--- src/rtl/ws2812b_tx_if.sv ---
// ws2812b_tx_if: pixel offer handshake between the TinyQV front-end and the line encoder
interface ws2812b_tx_if;
    logic [23:0] data_in;
    logic        valid;
    logic        latch;
    logic        ready;
    modport master (output data_in, valid, latch, input ready);
    modport slave (input data_in, valid, latch, output ready);
endinterface

--- src/rtl/ws2812b_tx.sv ---
// ws2812b_tx: serialises 24-bit GRB pixels MSB-first as WS2812B NRZ pulses with optional strip latch
module ws2812b_tx #(
    parameter int T0H  = 26,
    parameter int T1H  = 51,
    parameter int TBIT = 80,
    parameter int TRES = 19200
) (
    input  logic         clk,
    input  logic         rst_n,
    ws2812b_tx_if.slave  bus,
    output logic         led
);
    typedef enum logic [1:0] {IDLE, BIT, RESET} state_t;
    localparam logic [14:0] HI0_END = 15'(T0H - 1);
    localparam logic [14:0] HI1_END = 15'(T1H - 1);
    localparam logic [14:0] BIT_END = 15'(TBIT - 1);
    localparam logic [14:0] RES_END = 15'(TRES - 1);
    state_t      state, state_n;
    logic [23:0] buf_data, buf_data_n, sh_data, sh_data_n;
    logic        buf_latch, buf_latch_n, buf_full, buf_full_n;
    logic        sh_latch, sh_latch_n, latch_pending, latch_pending_n;
    logic        led_n, ready, ready_n, load, accept;
    logic [4:0]  bit_idx, bit_idx_n;
    logic [14:0] tick, tick_n;
    assign bus.ready = ready;
    assign accept = bus.valid && ready;
    always_comb begin
        state_n = state;
        buf_data_n = buf_data;
        buf_latch_n = buf_latch;
        buf_full_n = buf_full;
        sh_data_n = sh_data;
        sh_latch_n = sh_latch;
        latch_pending_n = latch_pending;
        bit_idx_n = bit_idx;
        tick_n = tick;
        led_n = led;
        load = 1'b0;
        case (state)
            IDLE: begin
                led_n = 1'b0;
                load = buf_full;
            end
            BIT: begin
                tick_n = tick + 15'd1;
                if (tick == (sh_data[23] ? HI1_END : HI0_END)) led_n = 1'b0;
                if (tick == BIT_END) begin
                    if (bit_idx != 5'd23) begin
                        sh_data_n = {sh_data[22:0], 1'b0};
                        bit_idx_n = bit_idx + 5'd1;
                        tick_n = 15'd0;
                        led_n = 1'b1;
                    end else if (sh_latch) begin
                        tick_n = 15'd0;
                        state_n = RESET;
                    end else if (buf_full) begin
                        load = 1'b1;
                    end else begin
                        state_n = IDLE;
                    end
                end
            end
            RESET: begin
                led_n = 1'b0;
                tick_n = tick + 15'd1;
                if (tick == RES_END) begin
                    latch_pending_n = 1'b0;
                    state_n = IDLE;
                end
            end
            default: state_n = IDLE;
        endcase
        if (load) begin
            sh_data_n = buf_data;
            sh_latch_n = buf_latch;
            buf_full_n = 1'b0;
            bit_idx_n = 5'd0;
            tick_n = 15'd0;
            led_n = 1'b1;
            state_n = BIT;
        end
        // ready is low while buffered, so accept never coincides with load
        if (accept) begin
            buf_data_n = bus.data_in;
            buf_latch_n = bus.latch;
            buf_full_n = 1'b1;
            latch_pending_n = latch_pending || bus.latch;
        end
        ready_n = !buf_full_n && !latch_pending_n;
    end
    always_ff @(posedge clk or negedge rst_n) begin
        if (!rst_n) begin
            state <= IDLE;
            buf_data <= '0;
            buf_latch <= 1'b0;
            buf_full <= 1'b0;
            sh_data <= '0;
            sh_latch <= 1'b0;
            latch_pending <= 1'b0;
            bit_idx <= '0;
            tick <= '0;
            led <= 1'b0;
            ready <= 1'b1;
        end else begin
            state <= state_n;
            buf_data <= buf_data_n;
            buf_latch <= buf_latch_n;
            buf_full <= buf_full_n;
            sh_data <= sh_data_n;
            sh_latch <= sh_latch_n;
            latch_pending <= latch_pending_n;
            bit_idx <= bit_idx_n;
            tick <= tick_n;
            led <= led_n;
            ready <= ready_n;
        end
    end
endmodule

--- src/flat_wrapper.sv ---
// flat-port wrapper written by rule: the top's interface ports become plain ports
module ws2812b_tx_flat 
#(
    parameter int T0H  = 26,
    parameter int T1H  = 51,
    parameter int TBIT = 80,
    parameter int TRES = 19200
)
  (clk, rst_n, led, bus_data_in, bus_valid, bus_latch, bus_ready);
  ws2812b_tx_if bus_i ();
  input  logic clk;
  input  logic rst_n;
  output logic led;
  input wire logic [$bits(bus_i.data_in)-1:0] bus_data_in;
  input wire logic [$bits(bus_i.valid)-1:0] bus_valid;
  input wire logic [$bits(bus_i.latch)-1:0] bus_latch;
  output wire logic [$bits(bus_i.ready)-1:0] bus_ready;
  assign bus_i.data_in = bus_data_in;
  assign bus_i.valid = bus_valid;
  assign bus_i.latch = bus_latch;
  assign bus_ready = bus_i.ready;
  ws2812b_tx #(.T0H(T0H), .T1H(T1H), .TBIT(TBIT), .TRES(TRES)) u_core (.clk(clk), .rst_n(rst_n), .bus(bus_i), .led(led));
endmodule
--- config.mk ---
export PLATFORM = sky130hd
export DESIGN_NAME = ws2812b_tx_flat
export DESIGN_NICKNAME = d
export VERILOG_FILES = /design/src/rtl/ws2812b_tx_if.sv /design/src/rtl/ws2812b_tx.sv /design/src/flat_wrapper.sv
export SDC_FILE = /design/constraint.sdc
export NUM_CORES = 1
export LEC_CHECK = 0
export CORE_MARGIN = 5
export CORE_UTILIZATION = 41
export DETAILED_ROUTE_END_ITERATION = 12
export GPL_TIMING_DRIVEN = 0
export MAX_ROUTING_LAYER = met4
export PLACE_DENSITY = 0.6
export SLEW_MARGIN = 20
export SYNTH_ARGS = -nofsm -noshare
export SYNTH_HDL_FRONTEND = slang
export SYNTH_SLANG_ARGS = --single-unit
export TNS_END_PERCENT = 50
--- constraint.sdc ---
create_clock -name clk -period 6.7 [get_ports clk]
set_input_delay 0.67 -clock clk [delete_from_list [all_inputs] [get_ports clk]]
set_output_delay 0.67 -clock clk [all_outputs]
set_load 0.1 [all_outputs]
Yosys cells after proc, flatten, opt, wreduce, memory -nomap -nowiden
Index checks and enable logic that the tools add are counted.
{"block": "word_totals", "regBits": 76, "output_inout_bits": 2, "elab_cells": 74}
{"block": "classes", "n_addsub": 2, "eq_ne": 11, "n_mux": 36, "reduce_logical": 14}
{"cell": "24-bit 2-to-1 mux", "n": 4}
{"cell": "15-bit 2-to-1 mux", "n": 4}
{"cell": "15-bit one-hot mux with 2 select lines", "n": 1}
{"cell": "5-bit 2-to-1 mux", "n": 4}
{"cell": "15-bit by 1-bit adder with 15-bit output (second input constant)", "n": 1}
{"cell": "15-bit == test", "n": 1}
{"cell": "15-bit == test (second input constant)", "n": 1}
{"cell": "15-bit by 7-bit == test with 1-bit output (second input constant)", "n": 1}
{"cell": "1-bit 2-to-1 mux", "n": 13}
{"cell": "2-bit 2-to-1 mux", "n": 6}
{"cell": "6-bit 2-to-1 mux", "n": 1}
{"cell": "3-bit by 1-bit != test with 1-bit output (second input constant)", "n": 2}
{"cell": "2-bit one-hot mux with 3 select lines", "n": 1}
{"cell": "2-bit nonzero test", "n": 3}
{"cell": "3-bit nonzero test", "n": 2}
{"cell": "5-bit by 1-bit adder with 5-bit output (second input constant)", "n": 1}
{"cell": "5-bit != test (second input constant)", "n": 1}
{"cell": "5-bit AND reduction", "n": 1}
{"cell": "4-bit != test (second input constant)", "n": 1}
{"cell": "1-bit one-hot mux with 2 select lines", "n": 2}
{"cell": "3-bit by 2-bit != test with 1-bit output (second input constant)", "n": 1}
{"cell": "3-bit AND reduction", "n": 1}
{"cell": "2-bit by 1-bit == test with 1-bit output (second input constant)", "n": 1}
{"cell": "2-bit == test (second input constant)", "n": 1}
{"cell": "6 further kinds", "n": 8}

Logic depth before layout (Yosys ltp)
Gate-level depths: netlist of run 1.
{"block": "depth", "ltp_word": 9, "depth_mapped": 8, "mapped_depth_nobuf": 7}

Worst setup path before layout of run 1
Ideal clock, no wire load.
{"block": "synth_timing", "kind": "register to register", "startpoint": "register u_core.tick[9]", "endpoint": "register u_core.sh_data[1]", "setup_time_ns": 0.132, "t_arrival_ns": 2.265, "path_slack_ns": 4.302, "path_stages_with_launch": 9, "synth_period_minus_slack_ns": 2.398, "cell_sequence": "dfrtp_1 -> buf_2 -> or4_4 -> nor4_4 -> and3_1 -> buf_4 -> clkbuf_4 -> mux2i_1 -> o21ai_1"}
{"block": "synth_between", "elab_chain_len": 5, "elab_cells_between_ends": 8}
{"element": "start: declaration", "line_no": "ws2812b_tx.sv:24", "source": "logic [14:0] tick, tick_n;"}
{"element": "start signal: assignment", "line_no": "ws2812b_tx.sv:113", "source": "tick <= tick_n;"}
{"element": "15-bit by 7-bit == test with 1-bit output (*)", "line_no": "ws2812b_tx.sv:47", "source": "if (tick == BIT_END) begin"}
{"element": "1-bit 2-to-1 mux", "line_no": "ws2812b_tx.sv:47"}
{"element": "1-bit one-hot mux with 2 select lines", "line_no": "ws2812b_tx.sv:39", "source": "case (state)"}
{"element": "2-bit nonzero test (no source line)"}
{"element": "3-bit AND reduction (no source line)"}
{"element": "end signal: assignment", "line_no": "ws2812b_tx.sv:109", "source": "sh_data <= sh_data_n;"}
{"element": "end: declaration", "line_no": "ws2812b_tx.sv:19", "source": "logic [23:0] buf_data, buf_data_n, sh_data, sh_data_n;"}
Every way passes the cells marked *; elsewhere a longest branch is shown, timed or not.
A chain may end at the register's enable or synchronous reset.

Worst setup path in the final report of run 1
{"block": "layout_timing", "startpoint": "register u_core.tick[9]", "endpoint": "register u_core.sh_data[5]"}
Same word-level chain as after synthesis.

==> metrics.md, run 1 <==
| Metric | Value |
|---|---|
| Final wirelength | 7160 um |
| Initial antenna violation count | 0 |
| Post-route DRC violation count | 0 |
| Yosys top cell area share | 51.7% |
| Grt ovf | 0 |
| CTS Sinks | 76 |
| Reg-to-Reg End | u_core.sh_data[5] |
| Ant diodes | 0 |
| IO Count | 30 |
| Setup-failing EPs final | 0 |
| Most used flip-flop cell after synthesis | dfrtp_1 |
| Worst EP arrival | 2.95 ns |
| Vias | 2,609 |
| Fraction of final layout cells with drive strength greater than 1 | 17.2% |
| Fmax | 368 MHz |
| Core box area | 8680 um^2 |
| Area delta synth->final | 18.2% |
| Reg2reg path depth | 8 |
| Period minus WS final | 2.72 ns |
| Slew headroom | 31.1% |
| Die area | 10,800 um^2 |
| Core Rows | 34 |
| Nets | 401 |
| Post-synthesis sequential area ratio | 52.5% |
| Vias in the first global route | 2,611 |
| CTS Buf Count | 9 |
| H-tree levels | 3 |
| Initial Util | 41.8% |
| Post-DP Area | 4080 um^2 |
| Vias per Instance | 5.44 |
| Hold WC Path Type | in2async |
| Die W | 104 um |
| Critical Path Sink Type | register |
| Worst Max-Slew Pin Slew | 1.03 ns |
| Resize count post-CTS | 0 |
| Setup TNS Final | 0 ns |
| WS Path Type | reg2reg |
| Setup bufs post-CTS | 0 |
| Worst-path clk slew | 0.09 ns |
| DRT Pass-1 Iters | 4 |
| Critical Path Source Type | register |
| Hold_buf cts | 0 |
| First-pass GRT wire length | 12,600 um |
| Worst-Skew Late Latency | 0.35 ns |
| Final Cell Area | 4290 um^2 |
| Root Driver | clkbuf_8 |
| Slowest CP cell | or4_4 |
| TritonCTS clock tree | done |
| Synthesized flop and latch total | 76 |
| Wirelength per Cell | 14.9 um |
| Clk_skew | 0.0159 ns |
| Number of port buffers | 29 |
| EDFF count, synth | 0 |
| Period utilization | 40.6% |
| Status | finished, final reports clean |
| Synthesized instance count | 326 |
| Syn Nets | 360 |
| Drt first-iter violations | 126 |
| Crit path largest cell delay | 0.56 ns |
| RSZ-0062 raised after global routing | false |
| Area contributors post-synth | dfrtp_1 52%, mux2_2 8.4%, mux2i_1 6.9%, nand2_1 3.9%, o21ai_1 3.4% |
| Leakage | 0.00184 uW |
| Netlist cell types | 48 |
| All-Layer GR Usage | 14.4% |
| Pre-CTS WS | 3.98 ns |
| Gpl congestion | 0.776 |
| Die Y | 104 um |
| Final Hold Violating Endpoints | 0 |
| CP required | 6.93 ns |
| Largest net degree at the start of global routing | 58 |
| Warnings, synthesis | 0 |
| Largest area contributor in the netlist | dfrtp_1 |
| Worst path cell trace | buf_2, or4_4, nor4_4, and3_1, buf_4, clkbuf_4, mux2i_1, o21ai_1 |
| Reg2reg setup slack | 3.98 ns |
| Post-synth ARST share | 100% |
| Max-capacitance violation count | 0 |
| CP max FO | 10 |
| Final antenna-violating net count | 0 |
| R2R Path Start | u_core.tick[9] |
| Synthesized cell area | 3630 um^2 |
| PwrDens | 248 nW/um^2 |
| Setup WS post-layout | 3.98 ns |
| Final Slew Violations | 0 |
| Syn_area_per_cell | 11.1 um^2 |
| Peak VDD IR | 155 uV |
| HPWL after DPL | 5060 um |
| Longest Clk Path Bufs | 2 |
-- worst max-delay path by stage --
stage	slack, ns	endpoint	from	cells after the start
floorplan	4.30	u_core.sh_data[1]	u_core.tick[9]	8
global placement	2.23	u_core.buf_data[2]	rst_n	1
detailed placement	3.98	u_core.sh_data[5]	u_core.tick[8]	7
CTS	3.97	bus_ready	u_core.bus.ready	1
global route	3.80	u_core.sh_data[7]	u_core.tick[8]	7
finish	3.98	u_core.sh_data[5]	u_core.tick[9]	8
-- critical path, delay by kind of cell (launching register included) --
family,cells,cell delay (ns)
and+or+nand+nor,3,1.32
buffers and inverters,3,0.62
DFF,1,0.36
muxes,1,0.23
AOI/OAI and AO/OA,1,0.08
-- kinds of logic after synthesis --
kind of cell | Yosys count | share of synthesized area, %
and+or+nand+nor | 100 | 14.4
AOI/OAI and AO/OA | 66 | 11.7
DFF | 76 | 52.5
adders and majority gates | 6 | 2.07
buffers and inverters | 21 | 2.93
xor gates and xnor gates | 5 | 1.21
muxes | 52 | 15.3
-- routing by layer --
| layer | vias to the layer above | track usage, % | part of all wire, % |
|---|---|---|---|
| met5 | - | - | 0 |
| met4 | 0 | 5.09 | 1.2 |
| li1 | 1266 | - | - |
| met2 | 59 | 20.7 | 46 |
| met3 | 11 | 3.10 | 3.6 |
| met1 | 1273 | 20.1 | 49 |
-- per-stage QoR --
| step | total power [uW] | util (%) | instances | hold slack, ns |
|---|---|---|---|---|
| 2_1_floorplan | 657 | - | 326 | 0.374 |
| 3_3_place_gp | 702 | 46.7 | 463 | 0.457 |
| 3_5_place_dp | 710 | 47.0 | 464 | 0.470 |
| 4_1_cts | 1080 | 49.4 | 480 | 0.197 |
| 5_1_grt | 1110 | 49.4 | 480 | 0.211 |
| 6_report | 1060 | 49.4 | 480 | 0.203 |
-- synthesized netlist by cell type (all sizes together), types with 2 or more instances --
library cell and instances:
dfrtp 75, nand2 38, o21ai 29, mux2 27, mux2i 25, nor2 15, nand3 12, a31oi 11
clkbuf 9, buf 8, and3 7, nand4 7, a21oi 6, ha 6, inv 4, xor2 4
a22o 3, nand2b 3, nand3b 3, o31ai 3, or4 3, a21o 2, a41oi 2, and2 2
nor3 2, nor4 2, nor4bb 2, o211ai 2
-- power breakdown --
group / internal (uW) / leakage, uW / switching, uW
sequential: 539 / 0.000983 / 41.3
clock: 185 / 0.0000991 / 179
combinational: 76.7 / 0.000758 / 40.6
total: 800 / 0.00184 / 261
-- layout by cell type, fill, tap and decap left out, types with 10 or more instances in the layout --
master	count
mux2i_1	25
a31oi_1	11
clkdlybuf4s50_1	28
o21ai_1	25
nor2_1	15
mux2_2	27
nand2_1	38
nand3_1	12
dfrtp_1	75
clkbuf_8	10
-- final cells by class --
| type | instances | area [um^2] |
|---|---|---|
| multi-input combinational | 229 | 1620 |
| clock buffer | 10 | 138 |
| tap | 108 | 135 |
| buffer | 17 | 91.3 |
| inverter | 4 | 15.0 |
| clock inverter | 6 | 71.3 |
| fill | 820 | 4390 |
| timing repair buffer | 30 | 315 |
| sequential | 76 | 1900 |
-- sequential cells by signal, indices dropped and copies added, names as in the netlist --
name,flops
u_core.sh_data,24
u_core.buf_latch,1
u_core.bit_idx,5
u_core.tick,15
u_core.led,1
u_core.state,2
u_core.buf_data,24
u_core.bus.ready,1
u_core.sh_latch,1
u_core.latch_pending,1
u_core.buf_full,1
Power figures use the tool's default switching activity.
==> run 2: changes to the inputs <==
Settings changed: PLACE_DENSITY 0.6 to 0.62.
Clock period 6.7 ns to 2.25 ns, I/O delays scaled along.
==> run 2 against run 1 <==
Compared with the run above: the run now ends with setup timing left; sequential cell count did not move; critical endpoint is now u_core.sh_data[4]; sequential share of layout area fell by 4.6 points; combinational power rose to 3.0 times the previous value; clock skew fell by 0.0070 ns; sequential power rose to 3.0 times the previous value; maximum frequency rose by 12%; worst hold slack improved by 0.12 ns; cell count rose by 4.8%; clock-buffer cell count fell by 1; core utilization rose by 5.7 points.
==> metrics.md, run 2 (same netlist as run 1, synthesis figures left out) <==
| Metric | Value |
|---|---|
| Status | complete, but fails checks |
| Violated checks | setup timing |
| Power Total | 3050 uW (+190%) |
| All-Layer GR Usage | 14.8% (+0.41 points) |
| Fraction of final layout cells with drive strength greater than 1 | 30.6% (+13 points) |
| Vias per Instance | 5.39 (-0.77%) |
| Reg2reg setup slack | -0.18 ns (-4.16 ns) |
| CP Launch Point | u_core.tick[14] |
| Commonest non-fill, non-tap cell in the layout | dfrtp_1 |
| CTS Sinks | 76 (unchanged) |
| CP required | 2.49 ns (-4.44 ns) |
| H-tree levels | 3 (unchanged) |
| Period minus WS final | 2.43 ns (-0.286 ns) |
| Fillers | 762 (-7.1%) |
| Setup-failing EPs final | 36 (+36) |
| Worst-Skew Late Latency | 0.35 ns (about the same) |
| Root Driver | clkbuf_8 |
| Gpl congestion | 0.842 (+8.5%) |
| Longest Clk Path Bufs | 2 (unchanged) |
| Vias in the first global route | 2,653 (+1.6%) |
| Final Hold Violating Endpoints | 0 (unchanged) |
| Initial Util | 41.8% (unchanged) |
| First-pass GRT wire length | 12,900 um (+2.5%) |
| Commonest cells after routing, fill and taps aside | 74 x dfrtp_1, 29 x nand2_1, 27 x mux2_2, 27 x clkdlybuf4s50_1, 24 x o21ai_1 |
| WS Path Type | reg2reg |
| Clk_skew | 0.00891 ns (-0.00696 ns) |
| Leakage | 0.00206 uW (+12%) |
| Reg2reg path depth | 9 (+1) |
| CP max FO | 6 (-4) |
| Largest net degree at the start of global routing | 52 (-10%) |
| Post-route DRC violation count | 0 (unchanged) |
| Area delta synth->final | 31.9% |
| Fmax | 411 MHz (+12%) |
| DRT Pass-1 Iters | 4 (unchanged) |
| Setup WS post-layout | -0.183 ns (-4.16 ns) |
| Die W | 104 um (unchanged) |
| PwrDens | 638 nW/um^2 (+160%) |
| Core box area | 8680 um^2 (unchanged) |
| Worst EP arrival | 2.67 ns (-0.28 ns) |
| Slew headroom | 35.4% (+4.3 points) |
| Vias | 2,713 (+4.0%) |
| IO Count | 30 (unchanged) |
| Worst setup endpoint | u_core.sh_data[4] |
| Hold WC Path Type | in2async |
| Final antenna-violating net count | 0 (unchanged) |
| Die Y | 104 um (unchanged) |
| Max-capacitance violation count | 0 (unchanged) |
| Peak VDD IR | 339 uV (+120%) |
| RSZ-0062 raised after global routing | true |
| Worst Max-Slew Pin Slew | 0.966 ns (-0.0679 ns) |
| Nets | 424 (+5.7%) |
| TritonCTS clock tree | done |
| Final wirelength | 7790 um (+8.9%) |
| Ant diodes | 0 (unchanged) |
| Die area | 10,800 um^2 (unchanged) |
| CTS Buf Count | 9 (unchanged) |
| Core Rows | 34 (unchanged) |
| Grt ovf | 0 (unchanged) |
| Wirelength per Cell | 15.5 um (+3.9%) |
| Period utilization | 108% (+68 points) |
| Leading registers by flop count | u_core.buf_data (24), u_core.sh_data (24), u_core.tick (15) |
| Reg-to-Reg End | u_core.sh_data[4] |
| Final Slew Violations | 0 (unchanged) |
| Critical Path Source Type | register |
| Hold_ws | 0.326 ns (+0.123 ns) |
| Drt first-iter violations | 91 (-28%) |
| Number of port buffers | 29 (unchanged) |
| Initial antenna violation count | 0 (unchanged) |
| R2R Path Start | u_core.tick[14] |
| Critical Path Sink Type | register |
| Worst-path clk slew | 0.09 ns (about the same) |
| HPWL after DPL | 5020 um (-0.84%) |
[run 2: cell types whose count changed in the layout (fill, tap and decap cells not counted), moves of 4 or more]
cell	change
a21oi_1	-4
buf_6	+12
nand2_1	-9
a21oi_2	+4
buf_8	+7
nand2_2	+9
buf_4	+7
clkbuf_1	-5
[run 2: what timing repair did]
item / CTS / global route
endpoints found under the setup margin: 51 / 50
hold buffers: 1 / 0
setup buffers: 14 / 5
pin swaps: 10 / 6
resized for setup: 37 / 39
endpoints found under the hold margin: 25 / 0
cloned: 5 / 1
[run 2: worst min path at each step]
stage	endpoint	startpoint	slack, ns	cells past startpoint
after global placement	u_core.sh_data[20]	u_core.buf_data[20]	0.46	2
after CTS	u_core.buf_data[13]	rst_n	0.33	2
final	u_core.buf_data[13]	rst_n	0.33	2
after detailed placement	u_core.bit_idx[1]	rst_n	0.18	1
after floorplan	u_core.bit_idx[0]	rst_n	-0.07	0
after global routing	u_core.buf_data[13]	rst_n	0.36	2
[run 2: power by group]
group          total (uW)  internal [uW]  switching [uW]
logic                 349            230             119
clock network         966            419             546
registers            1740           1600             132
total                3050           2250             797
[run 2: per-stage QoR]
stage | cell area, um^2 | util [%] | worst slack [ns] | std cells | TNS, ns
6_report | 4780 | 55.1 | -0.183 | 503 | -3.97
5_1_grt | 4780 | 55.1 | -0.232 | 503 | -6.65
4_1_cts | 4580 | 52.8 | -0.152 | 497 | -3.51
3_5_place_dp | 4120 | 47.4 | -0.340 | 464 | -11.97
3_3_place_gp | 4090 | 47.2 | -1.80 | 463 | -145.87
2_1_floorplan | 3670 | - | -0.0472 | 326 | -0.761
[run 2: cell type report]
class,instances,area [um^2],area share [%]
well taps,108,135,2.83
repair buffers,56,593,12.4
multi-input cells,229,1770,36.9
clock inverters,7,58.8,1.23
inverters,4,15.0,0.314
clock buffers,9,124,2.59
flip-flops and latches,76,1900,39.8
plain buffers,14,188,3.92
[run 2: per-layer routing]
layer  global-route usage [%]  wire (um)
met1                     21.3       3880
met2                     20.6       3550
met3                     3.04        262
met4                     5.55         91
met5                        -          0
[run 2: critical path, stage by stage (launching register included)]
cell	delay (ns)
dfrtp_1	0.42
or4_4	0.54
buf_6	0.14
nor4_4	0.28
buf_6	0.16
and3_4	0.19
buf_8	0.14
clkbuf_16	0.16
mux2i_2	0.23
o21ai_2	0.07
==> run 3: changes to the inputs <==
Settings changed: PLACE_DENSITY 0.62 to 0.6.
Clock period 2.25 ns to 2.7 ns, I/O delays scaled along.
==> run 3 against run 2 <==
Compared with the run above: the flow now finishes without violations; cell count is 3.8% lower; final area decreased by 9.5%; non-clock buffer count down 19; clock skew rose by 0.0048 ns; maximum frequency decreased by 5.9%; routed wire length shrank 7.8%; power fell by 14%; sequential share of layout area is 4.2 points higher; clock-buffer cell count increased by 1.
==> metrics.md, run 3 (same netlist as run 1, synthesis figures left out) <==
| Metric | Value |
|---|---|
| Seq pwr share | 54.7% (-2.2 points) |
| PwrDens | 609 nW/um^2 (-4.6%) |
| Gate power share | 11.1% (-0.3 points) |
| Psw | 646 uW (-19%) |
| Switching part of the total power | 24.5% (-1.6 points) |
| CTS Buf Count | 9 (unchanged) |
| Clk network pwr share | 34.2% (+2.6 points) |
| Die W | 104 um (unchanged) |
| Period minus WS final | 2.59 ns (+0.153 ns) |
| Vias per Instance | 5.37 (-0.52%) |
| Final antenna-violating net count | 0 (unchanged) |
| IO Count | 30 (unchanged) |
| Vias | 2,597 (-4.3%) |
| Worst-path clk slew | 0.09 ns (about the same) |
| Nets | 405 (-4.5%) |
| Pint | 1990 uW (-12%) |
| Status | finished, final reports clean |
| Fraction of final layout cells with drive strength greater than 1 | 18.6% (-12 points) |
| DRT Pass-1 Iters | 4 (unchanged) |
| Vias in the first global route | 2,623 (-1.1%) |
| Final Slew Violations | 0 (unchanged) |
| H-tree levels | 3 (unchanged) |
| Crit path largest cell delay | 0.60 ns (+0.06 ns) |
| Period utilization | 95.8% (-12 points) |
| Longest Clk Path Bufs | 2 (unchanged) |
| Largest net degree at the start of global routing | 58 (+12%) |
| Wirelength per Cell | 14.8 um (-4.2%) |
| Core Rows | 34 (unchanged) |
| Worst Max-Slew Pin Slew | 0.989 ns (+0.0231 ns) |
| Initial antenna violation count | 0 (unchanged) |
| CP top delay family | simple AND/OR/NAND/NOR gates |
| Root Driver | clkbuf_8 |
| Post-route DRC violation count | 0 (unchanged) |
| TritonCTS clock tree | done |
| Ant diodes | 0 (unchanged) |
| Setup TNS Final | 0 ns (+3.97 ns) |
| Most used cell, CP | or4_4 |
| Critical Path Source Type | register |
| Die area | 10,800 um^2 (unchanged) |
| CP required | 2.98 ns (+0.49 ns) |
| Hold WC Path Type | in2async |
| Max-capacitance violation count | 0 (unchanged) |
| Commonest cells after routing, fill and taps aside | 74 x dfrtp_1, 38 x nand2_1, 28 x clkdlybuf4s50_1 |
| Worst-Skew Late Latency | 0.35 ns (about the same) |
| Leakage | 0.00187 uW (-9.2%) |
| Setup WS post-layout | 0.114 ns (+0.297 ns) |
| Final Hold Violating Endpoints | 0 (unchanged) |
| Number of port buffers | 29 (unchanged) |
| Peak VDD IR | 385 uV (+13%) |
| Fillers | 811 (+6.4%) |
| Initial Util | 41.8% (unchanged) |
| Grt ovf | 0 (unchanged) |
| Die Y | 104 um (unchanged) |
| Clk_skew | 0.0137 ns (+0.00481 ns) |
| Leading registers by flop count | u_core.buf_data (24), u_core.sh_data (24), u_core.tick (15) |
| Slowest CP cell | or4_4 |
| Fmax | 387 MHz (-5.9%) |
| Worst EP arrival | 2.87 ns (+0.20 ns) |
| Setup-failing EPs final | 0 (-100%) |
| Final wirelength | 7180 um (-7.8%) |
| Critical Path Sink Type | register |
| CTS Sinks | 76 (unchanged) |
| Pre-CTS WS | -0.0217 ns (+0.319 ns) |
| Worst path cell trace | or4_4, or4_4, o31ai_4, buf_6, buf_4, nand2_1, o21ai_1 |
| Gpl congestion | 0.776 (-7.8%) |
| Commonest non-fill, non-tap cell in the layout | dfrtp_1 |
| HPWL after DPL | 5060 um (+0.85%) |
| All-Layer GR Usage | 14.4% (-0.37 points) |
| RSZ-0062 raised after global routing | false |
| Drt first-iter violations | 109 (+20%) |
| Area delta synth->final | 19.3% |
| Core box area | 8680 um^2 (unchanged) |
| Power Total | 2630 uW (-14%) |
| CP max FO | 10 (+4) |
| Slew headroom | 34.1% (-1.3 points) |
| WS Path Type | reg2reg |
| Reg2reg setup slack | 0.11 ns (+0.30 ns) |
| Buf/Inv on CP | 2 (-2) |
| Hold_ws | 0.345 ns (+0.0188 ns) |
| First-pass GRT wire length | 12,600 um (-2.3%) |
[run 3: cell types whose count changed in the layout (fill, tap and decap cells not counted), sizes merged]
cell,before,now
dlygate4sd2,1,0
clkdlybuf4s50,27,28
clkinvlp,1,2
inv,8,5
clkbuf,15,19
bufinv,0,1
buf,35,13
[run 3: layer usage]
layer  vias to the layer above  wire (um)  track usage (%)
met5                         -          0                -
met2                        45       3310             20.7
met3                         8        251             3.10
li1                       1274          -                -
met1                      1270       3520             20.2
met4                         0         98             5.09
[run 3: final cells by class]
type,instances,area (um^2),share of cell area [%]
clock inverters,6,71.3,1.65
clock buffers,10,138,3.18
inverters,4,15.0,0.347
repair buffers,34,348,8.04
multi-input cells,229,1620,37.4
plain buffers,17,97.6,2.26
flip-flops and latches,76,1900,44.0
well taps,108,135,3.12
[run 3: worst paths after layout]
| kind | start | cells after the start | to |
|---|---|---|---|
| setup / recovery | u_core.tick[10] | 7 | u_core.sh_data[8] |
| hold / removal | rst_n | 2 | u_core.bit_idx[1] |
| setup reg to reg | u_core.tick[10] | 7 | u_core.sh_data[8] |
| hold reg to reg | u_core.buf_data[16] | 2 | u_core.sh_data[16] |
| max in group asynchronous | rst_n | 3 | u_core.bus.ready |
| min in group clk | u_core.buf_data[16] | 2 | u_core.sh_data[16] |
[run 3: stage by stage]
step	cells	area (um^2)	util [%]
floorplan	326	3630	-
global placement	463	4050	46.7
detailed placement	464	4080	47.0
CTS	483	4310	49.7
global route	484	4330	49.9
finish	484	4330	49.9
[run 3: timing repair]
| action | in CTS | in global routing |
|---|---|---|
| gates resized for setup | 0 | 6 |
| hold buffers | 1 | 0 |
| hold endpoints to repair | 19 | 0 |
| gates cloned | 0 | 0 |
| setup endpoints to repair | 5 | 26 |
| setup buffers | 2 | 1 |
| pin swaps | 1 | 2 |
[run 3: power groups by stage]
stage,clock (uW),sequential [uW],combinational (uW)
3_3_place_gp,0,1460,280
2_1_floorplan,0,1440,194
3_5_place_dp,0,1460,298
5_1_grt,978,1460,323
4_1_cts,927,1440,300
6_report,901,1440,292
